===== src/rtl/reg_file16_pkg.sv =====
// -----------------------------------------------------------------------------
// Package arm_regs_pkg
// Purpose : Shared types and constants for the 16-entry ARMv4 register bank
//           (reg_file16) and its read-port selectors.
// Contents: reg_addr_t, PC_IDX, NUM_REGS, STORED_REGS, BYPASS_EN, is_pc().
// Build   : REGFILE_BYPASS_EN selects write-first reads on a same-edge
//           read/write of one address. Leave it undefined for read-first.
// -----------------------------------------------------------------------------
package arm_regs_pkg;

  typedef logic [3:0] reg_addr_t;

  localparam reg_addr_t PC_IDX      = 4'd15;
  localparam int        NUM_REGS    = 16;
  // R15 is not stored, so only R0-R14 are backed by flops.
  localparam int        STORED_REGS = NUM_REGS - 1;

`ifdef REGFILE_BYPASS_EN
  localparam bit BYPASS_EN = 1'b1;
`else
  localparam bit BYPASS_EN = 1'b0;
`endif

  // True when an address names the program counter (R15).
  function automatic logic is_pc(input reg_addr_t addr);
    return (addr == PC_IDX);
  endfunction

endpackage


===== src/rtl/reg_file16_if.sv =====
// -----------------------------------------------------------------------------
// Interface reg_file16_if
// Purpose : Groups the read-request, write-back and response signals of the
//           register bank.
// Signals : ren, ra1/ra2/ra3, pc8  - read request (master -> slave)
//           we, wa, wd             - write-back   (master -> slave)
//           rd1/rd2/rd3, rvalid    - read data    (slave -> master)
//           pc_wr                  - rejected R15 write pulse (slave -> master)
// Modports: master (datapath or testbench), slave (reg_file16).
// -----------------------------------------------------------------------------
interface reg_file16_if #(
  parameter int WIDTH  = 32,
  parameter int ADDR_W = 4
);

  logic              ren;
  logic [ADDR_W-1:0] ra1;
  logic [ADDR_W-1:0] ra2;
  logic [ADDR_W-1:0] ra3;
  logic [WIDTH-1:0]  pc8;
  logic              we;
  logic [ADDR_W-1:0] wa;
  logic [WIDTH-1:0]  wd;
  logic [WIDTH-1:0]  rd1;
  logic [WIDTH-1:0]  rd2;
  logic [WIDTH-1:0]  rd3;
  logic              rvalid;
  logic              pc_wr;

  modport master (
    output ren, ra1, ra2, ra3, pc8, we, wa, wd,
    input  rd1, rd2, rd3, rvalid, pc_wr
  );

  modport slave (
    input  ren, ra1, ra2, ra3, pc8, we, wa, wd,
    output rd1, rd2, rd3, rvalid, pc_wr
  );

endinterface


===== src/rtl/reg_file16_read_port.sv =====
// -----------------------------------------------------------------------------
// Module reg_read_port
// Purpose : Combinational 16:1 operand selector for one read port of the
//           register bank. R15 always returns pc8. With REGFILE_BYPASS_EN
//           defined, a same-edge write to the addressed register (other than
//           R15) is forwarded (write-first). Otherwise the stored value is
//           returned (read-first).
// Ports   : regs_i  - stored R0-R14
//           ra_i    - read address
//           pc8_i   - PC+8, returned for R15
//           we_i, wa_i, wd_i - write-back port, used for the bypass compare
//           rdata_o - selected operand (unregistered)
// -----------------------------------------------------------------------------
module reg_read_port
  import arm_regs_pkg::*;
#(
  parameter int WIDTH = 32
) (
  input  logic [WIDTH-1:0] regs_i [0:STORED_REGS-1],
  input  reg_addr_t        ra_i,
  input  logic [WIDTH-1:0] pc8_i,
  input  logic             we_i,
  input  reg_addr_t        wa_i,
  input  logic [WIDTH-1:0] wd_i,
  output logic [WIDTH-1:0] rdata_o
);

  logic bypass_hit_s;

  // A write to R15 is never forwarded because R15 is not storage.
  assign bypass_hit_s = BYPASS_EN && we_i && (ra_i == wa_i) && !is_pc(wa_i);

  // Operand select: the R15 override first, then the bypass, then storage.
  always_comb begin
    rdata_o = '0;
    if (is_pc(ra_i)) begin
      rdata_o = pc8_i;
    end else if (bypass_hit_s) begin
      rdata_o = wd_i;
    end else begin
      rdata_o = regs_i[ra_i];
    end
  end

endmodule


===== src/rtl/reg_file16.sv =====
// -----------------------------------------------------------------------------
// Module reg_file16
// Purpose : 16-entry ARMv4 register bank (R0-R15) with three registered read
//           ports (Rn, Rm, Rs) and one write-back port. R15 is not stored.
//           Reads of R15 return pc8, and writes to R15 are dropped and
//           reported on pc_wr for one cycle.
// Ports   : clk   - rising-edge clock
//           reset - asynchronous, active-high reset
//           bus   - reg_file16_if.slave (ren/ra1-3/pc8, we/wa/wd,
//                   rd1-3/rvalid, pc_wr)
// Timing  : read data is available one cycle after ren. rd1-rd3 hold
//           their last values while ren is low.
// Build   : REGFILE_BYPASS_EN defined  -> write-first on same-edge hazard
//           REGFILE_BYPASS_EN undefined -> read-first (forwarding unit covers it)
// -----------------------------------------------------------------------------
module reg_file16
  import arm_regs_pkg::*;
#(
  parameter int WIDTH  = 32,
  parameter int ADDR_W = 4
) (
  input  logic          clk,
  input  logic          reset,
  reg_file16_if.slave   bus
);

  // Stored registers R0-R14.
  logic [WIDTH-1:0]  regs_q [0:STORED_REGS-1];

  // Registered read outputs and status pulses.
  logic [WIDTH-1:0]  rd1_q, rd2_q, rd3_q;
  logic [WIDTH-1:0]  rd1_d, rd2_d, rd3_d;
  logic              rvalid_q, rvalid_d;
  logic              pc_wr_q, pc_wr_d;

  // Combinational operands from the three selectors.
  logic [WIDTH-1:0]  sel1_s, sel2_s, sel3_s;

  // Local copies of the write-back fields, at the bank address width.
  logic [ADDR_W-1:0] wa_s;
  logic              wr_store_s;

  assign wa_s       = bus.wa;
  // Writes to R15 are rejected here. Fetch handles the PC redirect.
  assign wr_store_s = bus.we && !is_pc(reg_addr_t'(wa_s));

  reg_read_port #(.WIDTH(WIDTH)) u_port1 (
    .regs_i  (regs_q),
    .ra_i    (reg_addr_t'(bus.ra1)),
    .pc8_i   (bus.pc8),
    .we_i    (bus.we),
    .wa_i    (reg_addr_t'(wa_s)),
    .wd_i    (bus.wd),
    .rdata_o (sel1_s)
  );

  reg_read_port #(.WIDTH(WIDTH)) u_port2 (
    .regs_i  (regs_q),
    .ra_i    (reg_addr_t'(bus.ra2)),
    .pc8_i   (bus.pc8),
    .we_i    (bus.we),
    .wa_i    (reg_addr_t'(wa_s)),
    .wd_i    (bus.wd),
    .rdata_o (sel2_s)
  );

  reg_read_port #(.WIDTH(WIDTH)) u_port3 (
    .regs_i  (regs_q),
    .ra_i    (reg_addr_t'(bus.ra3)),
    .pc8_i   (bus.pc8),
    .we_i    (bus.we),
    .wa_i    (reg_addr_t'(wa_s)),
    .wd_i    (bus.wd),
    .rdata_o (sel3_s)
  );

  // Register storage: clear on reset, otherwise a single write-back port.
  always_ff @(posedge clk or posedge reset) begin
    if (reset) begin
      for (int i = 0; i < STORED_REGS; i++) begin
        regs_q[i] <= '0;
      end
    end else if (wr_store_s) begin
      regs_q[wa_s] <= bus.wd;
    end
  end

  // Next-state for the read outputs (they hold while ren is low) and for the status pulses.
  always_comb begin
    rd1_d    = rd1_q;
    rd2_d    = rd2_q;
    rd3_d    = rd3_q;
    rvalid_d = 1'b0;
    pc_wr_d  = bus.we && is_pc(reg_addr_t'(wa_s));
    if (bus.ren) begin
      rd1_d    = sel1_s;
      rd2_d    = sel2_s;
      rd3_d    = sel3_s;
      rvalid_d = 1'b1;
    end else begin
      rvalid_d = 1'b0;
    end
  end

  // Output and status flops. An asynchronous reset clears them mid-cycle.
  always_ff @(posedge clk or posedge reset) begin
    if (reset) begin
      rd1_q    <= '0;
      rd2_q    <= '0;
      rd3_q    <= '0;
      rvalid_q <= 1'b0;
      pc_wr_q  <= 1'b0;
    end else begin
      rd1_q    <= rd1_d;
      rd2_q    <= rd2_d;
      rd3_q    <= rd3_d;
      rvalid_q <= rvalid_d;
      pc_wr_q  <= pc_wr_d;
    end
  end

  assign bus.rd1    = rd1_q;
  assign bus.rd2    = rd2_q;
  assign bus.rd3    = rd3_q;
  assign bus.rvalid = rvalid_q;
  assign bus.pc_wr  = pc_wr_q;

endmodule


===== src/flat_wrapper.sv =====
// flat-port wrapper written by rule: the top's interface ports become plain ports
module reg_file16_flat import arm_regs_pkg::*;
#(
  parameter int WIDTH  = 32,
  parameter int ADDR_W = 4
)
  (clk, reset, bus_ren, bus_ra1, bus_ra2, bus_ra3, bus_pc8, bus_we, bus_wa, bus_wd, bus_rd1, bus_rd2, bus_rd3, bus_rvalid, bus_pc_wr);
  reg_file16_if #(.WIDTH(WIDTH), .ADDR_W(ADDR_W)) bus_i ();
  input  logic clk;
  input  logic reset;
  input wire logic [$bits(bus_i.ren)-1:0] bus_ren;
  input wire logic [$bits(bus_i.ra1)-1:0] bus_ra1;
  input wire logic [$bits(bus_i.ra2)-1:0] bus_ra2;
  input wire logic [$bits(bus_i.ra3)-1:0] bus_ra3;
  input wire logic [$bits(bus_i.pc8)-1:0] bus_pc8;
  input wire logic [$bits(bus_i.we)-1:0] bus_we;
  input wire logic [$bits(bus_i.wa)-1:0] bus_wa;
  input wire logic [$bits(bus_i.wd)-1:0] bus_wd;
  output wire logic [$bits(bus_i.rd1)-1:0] bus_rd1;
  output wire logic [$bits(bus_i.rd2)-1:0] bus_rd2;
  output wire logic [$bits(bus_i.rd3)-1:0] bus_rd3;
  output wire logic [$bits(bus_i.rvalid)-1:0] bus_rvalid;
  output wire logic [$bits(bus_i.pc_wr)-1:0] bus_pc_wr;
  assign bus_i.ren = bus_ren;
  assign bus_i.ra1 = bus_ra1;
  assign bus_i.ra2 = bus_ra2;
  assign bus_i.ra3 = bus_ra3;
  assign bus_i.pc8 = bus_pc8;
  assign bus_i.we = bus_we;
  assign bus_i.wa = bus_wa;
  assign bus_i.wd = bus_wd;
  assign bus_rd1 = bus_i.rd1;
  assign bus_rd2 = bus_i.rd2;
  assign bus_rd3 = bus_i.rd3;
  assign bus_rvalid = bus_i.rvalid;
  assign bus_pc_wr = bus_i.pc_wr;
  reg_file16 #(.WIDTH(WIDTH), .ADDR_W(ADDR_W)) u_core (.clk(clk), .reset(reset), .bus(bus_i));
endmodule

===== config.mk =====
export PLATFORM = sky130hd
export DESIGN_NAME = reg_file16_flat
export DESIGN_NICKNAME = d
export VERILOG_FILES = /design/src/rtl/reg_file16_pkg.sv /design/src/rtl/reg_file16_if.sv /design/src/rtl/reg_file16_read_port.sv /design/src/rtl/reg_file16.sv /design/src/flat_wrapper.sv
export SDC_FILE = /design/constraint.sdc
export NUM_CORES = 2
export LEC_CHECK = 0
export CORE_ASPECT_RATIO = 0.7
export CORE_MARGIN = 2
export CORE_UTILIZATION = 40
export DETAILED_ROUTE_END_ITERATION = 8
export PLACE_DENSITY = 0.55
export SYNTH_ARGS = -nofsm -noshare
export SYNTH_HDL_FRONTEND = slang
export SYNTH_HIERARCHICAL = 1
export SYNTH_SLANG_ARGS = --single-unit

===== constraint.sdc =====
create_clock -name clk -period 54.3 [get_ports clk]
set_input_delay 5.43 -clock clk [delete_from_list [all_inputs] [get_ports clk]]
set_output_delay 5.43 -clock clk [all_outputs]
set_load 0.02 [all_outputs]

### Word level (Yosys, flattened, before mapping)

Cells that the tools add are included.

* register bits: 578
* latch bits: 0
* memory bits (writable): 0
* bits in read-only memories: 0
* input bits: 84
* output and inout port bits: 98
* word-level logic and storage cells: 53
* memories: 0

* add/subtract/negate cells: 0
* multiply operators: 0
* divide/modulo/power cells: 0
* $lt $le $gt $ge: 5
* equal/unequal tests: 4
* shifts and indexed selects: 0
* mux-type cells: 16
* bitwise logic cells: 4
* reductions and logical operators: 4

Operators with widths (count)
* $bwmux 480: 1
* $bmux 32 s4: 3
* $mux 32: 10
* $demux 32 s4: 1
* $ge 5x5->1 const B: 4
* $not 4->5: 4
* $eq 4x4->1 const B: 4
* $lt 5x1->1 const B: 1
* $logic_and 1x1->1: 3
* $logic_not 1->1: 1
* $mux 1: 1

### Depth between registers and ports, before layout

* depth in word-level cells: 6
* mapped depth: 7
* mapped depth without buffers: 4

### Cells and area by module

Netlist, hierarchy kept.

By module, submodules not included
* reg_file16: times used 1, cells an instance 1273, area each 21523.1 sq um
* reg_read_port: times used 3, cells an instance 374, area each 4310.4 sq um

### Worst setup path before layout

Ideal clock, no wire load.

* path kind: input to register
* from: in bus_ra1[0]
* to: reg u_core.rd1_q[10], in the netlist u_core/bus.rd1[10]
* library setup time: 0.125 ns
* arrival: 6.738 ns
* required time: 54.175 ns
* slack: 47.438 ns
* stages on the path: 6
* buffers on the path: 2
* cells stage by stage: buf_6 -> buf_6 -> mux4_2 -> mux2i_1 -> o221ai_1 -> mux2_2

* longest elaborated chain between the ends: 5
* elaborated cells on any way between the ends: 6
* those cells by class: eq/ne (1); mux (4); bitwise (1)

RTL lines
* start, declared: line flat_wrapper.sv:12 `input wire logic [$bits(bus_i.ra1)-1:0] bus_ra1;`
* $not 4->5 (implied by the code): line reg_file16_read_port.sv:41 `rdata_o = regs_i[ra_i];`
* $bmux 32 s4: line reg_file16_read_port.sv:41
* $mux 32 (implied by the code) (2 in series): line reg_file16_read_port.sv:41
* $mux 32 *: line reg_file16_read_port.sv:36 `if (is_pc(ra_i)) begin`
* named net u_core.sel1_s[10]: line reg_file16.sv:37 `logic [WIDTH-1:0] sel1_s, sel2_s, sel3_s;`
* end signal, assigned: line reg_file16.sv:114 `rd1_q <= rd1_d;`
* end, declared: line reg_file16.sv:31 `logic [WIDTH-1:0] rd1_q, rd2_q, rd3_q;`

The timed path passes the listed nets; every way through them passes the cells marked *. The select of a mux whose other input is x is not followed.
A chain may end at the register's enable or synchronous reset.

### Worst setup path in the final report

* from: in bus_ra3[1]
* to: reg u_core.rd3_q[17], in the netlist u_core/bus.rd3[17]

* longest elaborated chain between the ends: 5
* elaborated cells on any way between the ends: 6
* those cells by class: eq/ne (1); mux (4); bitwise (1)

RTL lines
* start, declared: line flat_wrapper.sv:14 `input wire logic [$bits(bus_i.ra3)-1:0] bus_ra3;`
* $not 4->5 (implied by the code): line reg_file16_read_port.sv:41
* $bmux 32 s4: line reg_file16_read_port.sv:41
* $mux 32 (implied by the code) (2 in series): line reg_file16_read_port.sv:41
* $mux 32 *: line reg_file16_read_port.sv:36
* named net u_core.sel3_s[17]: line reg_file16.sv:37
* end signal, assigned: line reg_file16.sv:116 `rd3_q <= rd3_d;`
* end, declared: line reg_file16.sv:31

Marked as above.

==> metrics.md <==
| Metric | Value |
|---|---|
| Clk root buf | sky130_fd_sc_hd__clkbuf_16 |
| Arrival time of the worst setup path | between 8 and 9 ns |
| Required time at the worst-slack endpoint | approximately 55 ns |
| Worst clock skew | about 0.013 ns |
| Quantity of hold-fixing buffers added after cts | 0 |
| Number of warnings reported in the yosys synthesis log | 6 |
| Setup_tns | 0 ns |
| Vias in the first global route | approximately 24000 |
| Final Util | 0.453 |
| Floorplan core area | around 0.086 mm^2 |
| Filler Cells Inserted | roughly 7500 |
| Clk pin slew, worst setup/hold paths | about 0.06 ns |
| Count of state elements after synthesis | a little under 600 |
| Post-place instance area | ~0.037 mm^2 |
| Area fraction in compound gates after synthesis | 0.0488 |
| Port buffer count | ~180 |
| Endpoints failing hold | 0 |
| Tot GR Track Use | 0.245 |
| Slowest CP cell | sky130_fd_sc_hd__buf_4 |
| Starting DRC count in detailed routing | about 2200 |
| First-pass GRT wire length | 162 mm |
| Xor/xnor cell area share of the yosys netlist | 0 |
| Count of cell types in the netlist | 29 |
| Part of the power in combinational logic | 0.272 |
| Signed area change from the synthesized netlist to the final layout | 12.7% |
| Average detailed-routed wire length per instance | 29.9 um |
| Overall die area | approximately 0.09 mm^2 |
| Post-CTS repair timing setup buffer count | 0 |
| Layout cells sized above 1 | 0.412 |
| Die X | about 350 um |
| Type of element capturing the critical path | flop |
| Sequential area share after synthesis | 0.420 |
| Maximum single-stage delay on the critical path | approximately 0.78 ns |
| Largest family of logic cells by synthesized area | multiplexers |
| Final Cycle Share | 0.148 |
| RSZ-0062 raised after global routing | false |
| Part of the total power dissipated in sequential elements | 0.419 |
| Post-synthesis area per instance | ~14 um^2 |
| Internal power of the cells | 1060 uW |
| Post-cts resize count | 0 |
| Final setup fails | 0 |
| Switching part of the total power | 0.298 |
| Peak supply drop | 21.5 uV |
| Clock tree from TritonCTS | done |
| Die Span Y | 250 um |
| Static power due to leakage | about 0.016 uW |
| Max Buffers Root-to-Sink | 3 |
| Post-Syn Nets | 2479 |
| Slew @ Worst Pin | about 1.1 ns |
| Multiplexer fraction of the synthesized cell area | 0.460 |
| Number of rows created at floorplan | 90 |
| Top fanout value on the critical path | 52 |
| Initial Utilization | 0.402 |
| Final critical delay including setup and external delays | 8.01 ns |
| Startpoint kind of the worst setup timing path | input port |
| Fmax | about 0.12 GHz |
| Outcome | finished clean |
| Final non-filler cell area | between 0.03 and 0.04 mm^2 |
| Sink count of the clock tree | 578 |
| Number of antenna violations at the first check in global routing | 8 |
| Number of clock buffers inserted by TritonCTS | 67 |
| Crit path cell chain | buf_6 > buf_4 > buf_4 > mux4_2 > mux2i_1 > o22ai_1 > mux2_2 |
| Routability congestion estimate | about 0.77 |
| Total Wirelength | 109 mm |
| Top area cells in the synthesized netlist | sky130_fd_sc_hd__dfrtp_1, sky130_fd_sc_hd__mux4_2, sky130_fd_sc_hd__mux2_2, sky130_fd_sc_hd__mux2i_1, sky130_fd_sc_hd__buf_2 |
| Most numerous cell on the critical path | sky130_fd_sc_hd__buf_4 |
| Relative contribution of the clock network to total power | 0.310 |
| Vias after detailed routing | ~23000 |
| Overflow left after global routing | 0 |
| Number of nets with antenna violations after routing | 0 |
| Maximum number of pins on one net before global-route repair | between 150 and 200 |
| Fraction of the mapped netlist area in adder cells | 0 |
| Mapped Area | ~0.034 mm^2 |
| Net Switching | 449 uW |
| Class of the most critical setup path | in -> reg |
| Cell area power density | between 30 and 40 mW/mm^2 |
| Max-capacitance violation count | 0 |
| Slew Viols, Final | 0 |
| Number of optimization iterations in the first detailed-route pass | 7 |
| Worst Setup Slack post-DPL | 45.69 ns |
| Number of top-level pins | between 150 and 200 |
| Worst Hold Class | reg -> reg |
| Worst slew margin | 0.278 |
| Routed via count divided by cell count | approximately 6.3 |
| Simple-gate portion of the synthesized area | 0.0259 |
| Yosys top cell area share | 0.420 |
| Insertion delay of the later-clocked pin in the worst-skew pair | between 0.6 and 0.7 ns |
| Final net count | 2518 |
| Placed wire-length estimate | 58.2 mm |
| Htree depth | 3 |
| Top cell type by total area after synthesis | sky130_fd_sc_hd__dfrtp_1 |
| Detailed-route DRC error count | 0 |
| PnR worst setup slack | between 40 and 50 ns |
| Gate count of the mapped netlist | approximately 2400 |
| Total chip power | approximately 1500 uW |
layer usage:
layer  vias up  global-route usage  share of wire
met5         -                   0        0.00051
met4         8              0.0640          0.023
met3       179              0.0551          0.076
met2       947               0.368           0.45
met1     12311               0.359           0.45
li1       9435                   -              -
worst max-delay path, delay by kind of cell:
family	cells	cell delay, ns
AO/OA/AOI/OAI	1	0.12
buffers and inverters	3	1.92
multiplexers	3	0.89
registers in the layout, indices dropped and copies added (netlist names):
name               count
u_core/bus.rd2        32
u_core/bus.rvalid      1
u_core/bus.pc_wr       1
u_core/bus.rd1        32
u_core/regs_q        480
u_core/bus.rd3        32
synthesized netlist by cell type (all sizes together):
cell and n:
nor3b 1, mux2i 288, nand2b 5, clkbuf 78
inv 1, nand3 1, o21ai 96, mux2 576
or3 2, nor2 58, nand3b 50, o221ai 48
and4 3, o22ai 48, nor2b 1, buf 169
dlygate4sd1 3, nand4 3, o211a 48, dfrtp 578
mux4 288, nand2 50
per-stage QoR:
step           hold slack [ns]  instances
2_1_floorplan            0.487       2395
3_5_place_dp             0.495       3515
6_report                 0.503       3636
4_1_cts                  0.508       3633
3_3_place_gp             0.494       3515
5_1_grt                  0.523       3636
final cells by class:
cell class | count | area, um^2 | area share
multi-input combinational | 1566 | 18500 | 0.477
clock inverter | 14 | 151 | 0.00390
timing repair buffer | 220 | 2120 | 0.0547
tap | 1150 | 1440 | 0.0371
clock buffer | 104 | 2090 | 0.0539
antenna | 3 | 7.51 | 0.000193
inverter | 1 | 11.3 | 0.000290
sequential | 578 | 14500 | 0.373
power groups by stage:
stage / Sequential [uW] / Clock (uW) / Combinational [uW]
global route: 646 / 497 / 435
detailed placement: 636 / 0 / 408
CTS: 629 / 479 / 410
finish: 631 / 466 / 409
global placement: 628 / 0 / 401
floorplan: 629 / 0 / 281
placed cells by master (no fill, tap or decap), drive strengths merged:
cell	synthesis	final
clkbuf	78	104
nor2	58	58
nor3b	1	1
dfrtp	578	578
nand3b	50	50
nand2b	5	5
o21ai	96	96
clkdlybuf4s50	0	168
o211a	48	48
nand4	3	3
o221ai	48	48
mux2i	288	288
buf	169	52
nand3	1	1
nor2b	1	1
and4	3	3
clkinv	0	10
or3	2	2
diode	0	3
inv	1	2
mux4	288	288
bufinv	0	3
o22ai	48	48
mux2	576	576
nand2	50	50
kinds of logic after synthesis:
kind of cell | Yosys count
buf+inv | 251
simple gates | 174
compound gates | 240
mux | 1152
flops | 578
worst paths after layout:
| kind | slack [ns] | cells after the start | end | startpoint |
|---|---|---|---|---|
| setup / recovery | 46.29 | 7 | u_core/bus.rd3[17] | bus_ra3[1] |
| max in group asynchronous | 46.63 | 4 | u_core/regs_q[132] | reset |
| setup reg to reg | 52.55 | 4 | u_core/bus.rd1[17] | u_core/regs_q[241] |
| min in group asynchronous | 5.33 | 2 | u_core/regs_q[139] | reset |
| hold reg to reg | 0.50 | 1 | u_core/bus.rd1[1] | u_core/bus.rd1[1] |
| hold / removal | 0.50 | 1 | u_core/bus.rd1[1] | u_core/bus.rd1[1] |
Note: power is estimated with default switching activity, not from simulation.
